### src/rtl/regfile_dump_uart.sv
// Register-file debug dumper: snapshots x0..x(NUM_REGS-1) one at a time and
// streams a sync byte followed by each register (MSB byte first) as UART 8N1.
module regfile_dump_uart #(
    parameter int unsigned CLKS_PER_BIT = 434,
    parameter logic [7:0]  SYNC_BYTE    = 8'hA5,
    parameter int unsigned NUM_REGS     = 32,
    localparam int unsigned ADDR_W      = (NUM_REGS > 1) ? $clog2(NUM_REGS) : 1
) (
    input  logic              CLK,
    input  logic              RESET,
    input  logic              START,
    output logic [ADDR_W-1:0] DumpAddr,
    input  logic [31:0]       DumpData,
    output logic              TX,
    output logic              BUSY,
    output logic              DONE
);

    localparam int unsigned BAUD_W = $clog2(CLKS_PER_BIT);

    localparam logic [2:0] S_IDLE = 3'd0;
    localparam logic [2:0] S_SYNC = 3'd1;
    localparam logic [2:0] S_LOAD = 3'd2;
    localparam logic [2:0] S_SEND = 3'd3;
    localparam logic [2:0] S_FIN  = 3'd4;

    localparam logic [1:0] B_START = 2'd0;
    localparam logic [1:0] B_DATA  = 2'd1;
    localparam logic [1:0] B_STOP  = 2'd2;

    logic [2:0]        state,    stateNxt;
    logic [1:0]        bitPhase, bitPhaseNxt;
    logic [BAUD_W-1:0] baudCnt,  baudCntNxt;
    logic [2:0]        bitCnt,   bitCntNxt;
    logic [1:0]        byteCnt,  byteCntNxt;
    logic [ADDR_W-1:0] addrNxt;
    logic [31:0]       shadow,   shadowNxt;
    logic              txNxt;
    logic              busyNxt;
    logic              doneNxt;

    logic [7:0] curByte;
    logic       baudLast;
    logic       baudPreLast;
    logic       lastReg;
    logic       loadNext;

    // Byte currently on the wire: sync header, or one shadow byte MSB first
    always_comb begin
        curByte = SYNC_BYTE;
        if (state == S_SEND) begin
            case (byteCnt)
                2'd0:    curByte = shadow[31:24];
                2'd1:    curByte = shadow[23:16];
                2'd2:    curByte = shadow[15:8];
                default: curByte = shadow[7:0];
            endcase
        end
    end

    assign baudLast    = (baudCnt == BAUD_W'(CLKS_PER_BIT - 1));
    assign baudPreLast = (baudCnt == BAUD_W'(CLKS_PER_BIT - 2));
    assign lastReg     = (DumpAddr == ADDR_W'(NUM_REGS - 1));
    assign loadNext    = (state == S_SYNC) || ((byteCnt == 2'd3) && !lastReg);

    // LOAD occupies the final cycle of the preceding stop bit, so bytes run
    // back to back with no idle gap.
    always_comb begin
        stateNxt    = state;
        bitPhaseNxt = bitPhase;
        baudCntNxt  = baudCnt;
        bitCntNxt   = bitCnt;
        byteCntNxt  = byteCnt;
        addrNxt     = DumpAddr;
        shadowNxt   = shadow;
        txNxt       = TX;
        busyNxt     = BUSY;
        doneNxt     = 1'b0;

        case (state)
            S_IDLE: begin
                txNxt   = 1'b1;
                busyNxt = 1'b0;
                addrNxt = '0;
                if (START) begin
                    stateNxt    = S_SYNC;
                    busyNxt     = 1'b1;
                    bitPhaseNxt = B_START;
                    baudCntNxt  = '0;
                    bitCntNxt   = '0;
                    byteCntNxt  = '0;
                    txNxt       = 1'b0;
                end
            end

            S_SYNC, S_SEND: begin
                baudCntNxt = baudLast ? '0 : baudCnt + BAUD_W'(1);
                case (bitPhase)
                    B_START: begin
                        if (baudLast) begin
                            bitPhaseNxt = B_DATA;
                            bitCntNxt   = '0;
                            txNxt       = curByte[0];
                        end
                    end
                    B_DATA: begin
                        if (baudLast) begin
                            if (bitCnt == 3'd7) begin
                                bitPhaseNxt = B_STOP;
                                txNxt       = 1'b1;
                            end else begin
                                bitCntNxt = bitCnt + 3'd1;
                                txNxt     = curByte[bitCnt + 3'd1];
                            end
                        end
                    end
                    B_STOP: begin
                        if (loadNext && baudPreLast) begin
                            stateNxt = S_LOAD;
                            if (state == S_SEND) begin
                                addrNxt = DumpAddr + ADDR_W'(1);
                            end
                        end else if (baudLast) begin
                            if ((state == S_SEND) && (byteCnt != 2'd3)) begin
                                byteCntNxt  = byteCnt + 2'd1;
                                bitPhaseNxt = B_START;
                                txNxt       = 1'b0;
                            end else begin
                                stateNxt = S_FIN;
                                txNxt    = 1'b1;
                            end
                        end
                    end
                    default: bitPhaseNxt = B_START;
                endcase
            end

            S_LOAD: begin
                shadowNxt   = DumpData;
                stateNxt    = S_SEND;
                bitPhaseNxt = B_START;
                baudCntNxt  = '0;
                bitCntNxt   = '0;
                byteCntNxt  = '0;
                txNxt       = 1'b0;
            end

            S_FIN: begin
                stateNxt = S_IDLE;
                busyNxt  = 1'b0;
                doneNxt  = 1'b1;
                addrNxt  = '0;
                txNxt    = 1'b1;
            end

            default: begin
                stateNxt = S_IDLE;
                busyNxt  = 1'b0;
                addrNxt  = '0;
                txNxt    = 1'b1;
            end
        endcase
    end

    always_ff @(posedge CLK or posedge RESET) begin
        if (RESET) begin
            state    <= S_IDLE;
            bitPhase <= B_START;
            baudCnt  <= '0;
            bitCnt   <= '0;
            byteCnt  <= '0;
            DumpAddr <= '0;
            shadow   <= '0;
            TX       <= 1'b1;
            BUSY     <= 1'b0;
            DONE     <= 1'b0;
        end else begin
            state    <= stateNxt;
            bitPhase <= bitPhaseNxt;
            baudCnt  <= baudCntNxt;
            bitCnt   <= bitCntNxt;
            byteCnt  <= byteCntNxt;
            DumpAddr <= addrNxt;
            shadow   <= shadowNxt;
            TX       <= txNxt;
            BUSY     <= busyNxt;
            DONE     <= doneNxt;
        end
    end

endmodule

### config.mk
export PLATFORM = sky130hd
export DESIGN_NAME = regfile_dump_uart
export DESIGN_NICKNAME = d
export VERILOG_FILES = /design/src/rtl/regfile_dump_uart.sv
export SDC_FILE = /design/constraint.sdc
export NUM_CORES = 1
export LEC_CHECK = 0
export ABC_AREA = 1
export CORE_AREA = 10 10 94 96
export DETAILED_ROUTE_END_ITERATION = 8
export DIE_AREA = 0 0 104 106
export PLACE_DENSITY = 0.7
export RECOVER_POWER = 50
export SLEW_MARGIN = 30
export SYNTH_ARGS = -nofsm -noshare
export SYNTH_HDL_FRONTEND = slang
export SYNTH_SLANG_ARGS = --single-unit
### constraint.sdc
create_clock -name CLK -period 2.8 [get_ports CLK]
set_input_delay 0.56 -clock CLK [delete_from_list [all_inputs] [get_ports CLK]]
set_output_delay 0.56 -clock CLK [all_outputs]
set_load 0.02 [all_outputs]
==> metrics.json <==
{
  "cts": {
    "ctsResizeCount": 0,
    "cts_setup_buffers": 0,
    "cts.reportedPaths.clkPinSlew_ns": 0.06,
    "clock_sink_count": 59,
    "postCtsHoldBufs": 0,
    "htreeDepth": 3,
    "ctsRootBufferMaster": "sky130_fd_sc_hd__clkbuf_8",
    "clock_insertion_delay_worst_skew_ns": 0.33,
    "clock_path_buffers": 2,
    "tritoncts": "yes",
    "tritoncts.num_buffers": 9
  },
  "outcome": {
    "status": "completed"
  },
  "routing": {
    "post-route-drc-count": 0,
    "post_drt_via_cell_ratio": 4.90,
    "detailedRoute.firstPassIterationCount": 5,
    "routed_wirelength_um": 6940,
    "vias": 2683,
    "antenna_left": 0,
    "routed_wire_length_per_instance_um": 12.7,
    "detail_route.iter0.violations": 156
  },
  "worst_hold_path": {
    "hold_path.class": "flip-flop to flip-flop",
    "hold_path.startpoint": "shadow[4]$_DFFE_PP0P_"
  },
  "critical_path": {
    "critical_path.endpoint_type": "asynchronous set/reset pin",
    "timing.critical_path.slowest_cell_delay_ns": 0.80,
    "cp_max_fo": 30,
    "worst-endpoint-arrival_ns": 2.66,
    "regToRegSetupSlack_ns": 0.65,
    "timing.critical_path.cells": "dlygate4sd3_1, inv_1, clkbuf_2",
    "setup.worst_path.start_class": "input port",
    "worst-setup-path-type": "input port to asynchronous set/reset pin",
    "r2r_start": "state[2]$_DFFE_PP0P_",
    "worst_path_required_ns": 3.18,
    "critical_path.startpoint": "RESET",
    "critical-path-slowest-cell": "sky130_fd_sc_hd__inv_1"
  },
  "timing": {
    "finalSetupViolations": 0,
    "worstMarginPinSlew_ns": 1.12,
    "period_minus_slack_ns": 2.28,
    "grt_setup_unrepaired": "no",
    "total_negative_setup_slack_ns": 0,
    "finClkSkew_ns": 0.00636,
    "finalCritPeriodShare_pct": 81.5,
    "timing_max_transition_violations_final": 0,
    "timing.slew.headroom_pct": 25.6,
    "final-hold-violation-count": 0,
    "max_clock_freq_mhz": 438
  },
  "logic_synthesis": {
    "mappedNetlistNets": 449,
    "synth-seq-area-share_pct": 48.0,
    "synth-compound-area-share_pct": 7.47,
    "synthAdderAreaFrac_pct": 5.69,
    "yosys.area_share.xor_xnor_pct": 1.14,
    "post_synth_top_area_share_pct": 47.1,
    "combinational_family_with_the_most_area_after_synthesis": "simple AND/OR/NAND/NOR gates",
    "netlist_area_um2": 3080,
    "yosysWarningCount": 0,
    "proportion_of_synthesized_area_in_mux_cells_pct": 0,
    "syn_avg_cell_area_um2": 7.70,
    "synthCells": 400,
    "yosys.area.top_type": "sky130_fd_sc_hd__dfrtp_1",
    "synthTopCellsByArea": "sky130_fd_sc_hd__dfrtp_1 (47%), sky130_fd_sc_hd__nand2_1 (20%), sky130_fd_sc_hd__ha_1 (5.7%), sky130_fd_sc_hd__nand3_1 (5.2%), sky130_fd_sc_hd__inv_1 (3.7%)",
    "synth_simple_gate_area_share_pct": 32.2,
    "post_synthesis_sequential_element_count": 59,
    "post_synth_num_cell_types": 28
  },
  "grt": {
    "aggregate_global_routing_overflow": 0,
    "grt_start_max_net_pins": 33,
    "antenna_found_initial": 0,
    "grt_pass1_vias": 2702,
    "wire_length_of_the_first_global_routing_pass_um": 11900,
    "grt_use_total_pct": 13.0
  },
  "layout": {
    "layout.nets": 493,
    "antenna_cells_inserted": 0,
    "areaGrowthSynthToFinish_pct": 22.9,
    "post_route_cells_drive_above_1_share_pct": 6.46,
    "layout_common_cells": "sky130_fd_sc_hd__nand2_1 (169), sky130_fd_sc_hd__dfrtp_1 (58), sky130_fd_sc_hd__clkdlybuf4s50_1 (41)",
    "final_util_pct": 53.6,
    "mostFrequentLayoutCell": "sky130_fd_sc_hd__nand2_1"
  },
  "die": {
    "placement_rows": 31,
    "initial_cell_density_of_the_core_pct": 43.6,
    "boundaryPins": 43,
    "core_um2": 7060,
    "die_w_um": 104,
    "die_height_um": 106,
    "design.die.area_um2": 11000
  },
  "power": {
    "powerDensity_nw_per_um2": 701,
    "max-vdd-ir-drop_uv": 313,
    "design_power_total_mw": 2.65,
    "power_leakage_nw": 1.86
  },
  "placement": {
    "detailedPlacementHpwl_um": 5280,
    "io_buffers": 42,
    "gp_routability_congestion": 0.818
  },
  "run": {
    "max-cap-violations": 0
  }
}
-- final timing paths --
kind	endpoint	cells after the start
worst max-delay path	bitPhase[0]$_DFFE_PP0P_	3
worst min-delay path	shadow[4]$_DFFE_PP0P_	2
worst max register to register	shadow[15]$_DFFE_PP0P_	6
worst min register to register	shadow[4]$_DFFE_PP0P_	2
max in group CLK	shadow[15]$_DFFE_PP0P_	6
min in group asynchronous	shadow[22]$_DFFE_PP0P_	2
-- sequential cells by signal, indices dropped and copies added (netlist names), 2 cells and up --
| register | cells |
|---|---|
| state | 3 |
| shadow | 32 |
| bitPhase | 2 |
| DumpAddr | 5 |
| bitCnt | 3 |
| baudCnt | 9 |
| byteCnt | 2 |
-- routing by layer --
layer	routed length, um	track usage (%)
met1	3250	15.9
met2	3360	21.6
met3	250	2.23
met4	70	6.76
met5	0	0
-- worst max-delay path, delay by kind of cell --
kind	cells	cell delay (ns)
buf+inv	3	2.07
-- Yosys cell counts --
library cell / number
sky130_fd_sc_hd__xor2_1: 4
sky130_fd_sc_hd__nand4_1: 6
sky130_fd_sc_hd__a211oi_1: 1
sky130_fd_sc_hd__nor2_1: 18
sky130_fd_sc_hd__dfrtp_1: 58
sky130_fd_sc_hd__nor3_2: 1
sky130_fd_sc_hd__nor3b_2: 1
sky130_fd_sc_hd__nand2_1: 168
sky130_fd_sc_hd__dfstp_2: 1
sky130_fd_sc_hd__clkbuf_1: 8
sky130_fd_sc_hd__o31ai_1: 3
sky130_fd_sc_hd__ha_1: 14
sky130_fd_sc_hd__buf_2: 2
sky130_fd_sc_hd__inv_1: 30
sky130_fd_sc_hd__nand3_1: 32
sky130_fd_sc_hd__o22ai_1: 3
sky130_fd_sc_hd__buf_1: 1
sky130_fd_sc_hd__nand2_2: 2
sky130_fd_sc_hd__a32o_1: 2
sky130_fd_sc_hd__o21ai_2: 1
sky130_fd_sc_hd__nor3_1: 6
sky130_fd_sc_hd__a31oi_1: 2
sky130_fd_sc_hd__nor2_2: 3
sky130_fd_sc_hd__a21oi_1: 17
sky130_fd_sc_hd__nor2_4: 1
sky130_fd_sc_hd__o21ai_0: 8
sky130_fd_sc_hd__o21ai_1: 3
sky130_fd_sc_hd__inv_2: 4
-- metrics by stage --
step | std cells | worst slack (ns) | hold WS (ns) | instance area [um2]
4_1_cts | 548 | 0.722 | 0.475 | 3800
6_report | 548 | 0.518 | 0.470 | 3790
2_1_floorplan | 400 | 0.785 | 0.430 | 3080
3_5_place_dp | 532 | 0.601 | 0.458 | 3610
5_1_grt | 548 | 0.178 | 0.495 | 3790
3_3_place_gp | 532 | 0.663 | 0.456 | 3610
-- final cells by class --
cell class | count | area (um2)
tap | 99 | 124
multi-input combinational | 296 | 1430
sequential | 59 | 1480
clock inverter | 4 | 50.0
inverter | 34 | 128
fill | 700 | 3270
timing repair buffer | 44 | 433
clock buffer | 12 | 145
-- cell families after synthesis --
group	after synthesis
AOI/OAI and AO/OA	40
xor gates and xnor gates	4
adders and majority gates	14
and+or+nand+nor	238
buffers and inverters	45
DFF	59
-- power by group --
part           leakage [nW]  switching (mW)  total [mW]  internal [mW]
combinational          1.09           0.459       0.772          0.313
clock                0.0926           0.329       0.763          0.434
sequential            0.687           0.115        1.12           1.00
Note: power is estimated with default switching activity, not from simulation.
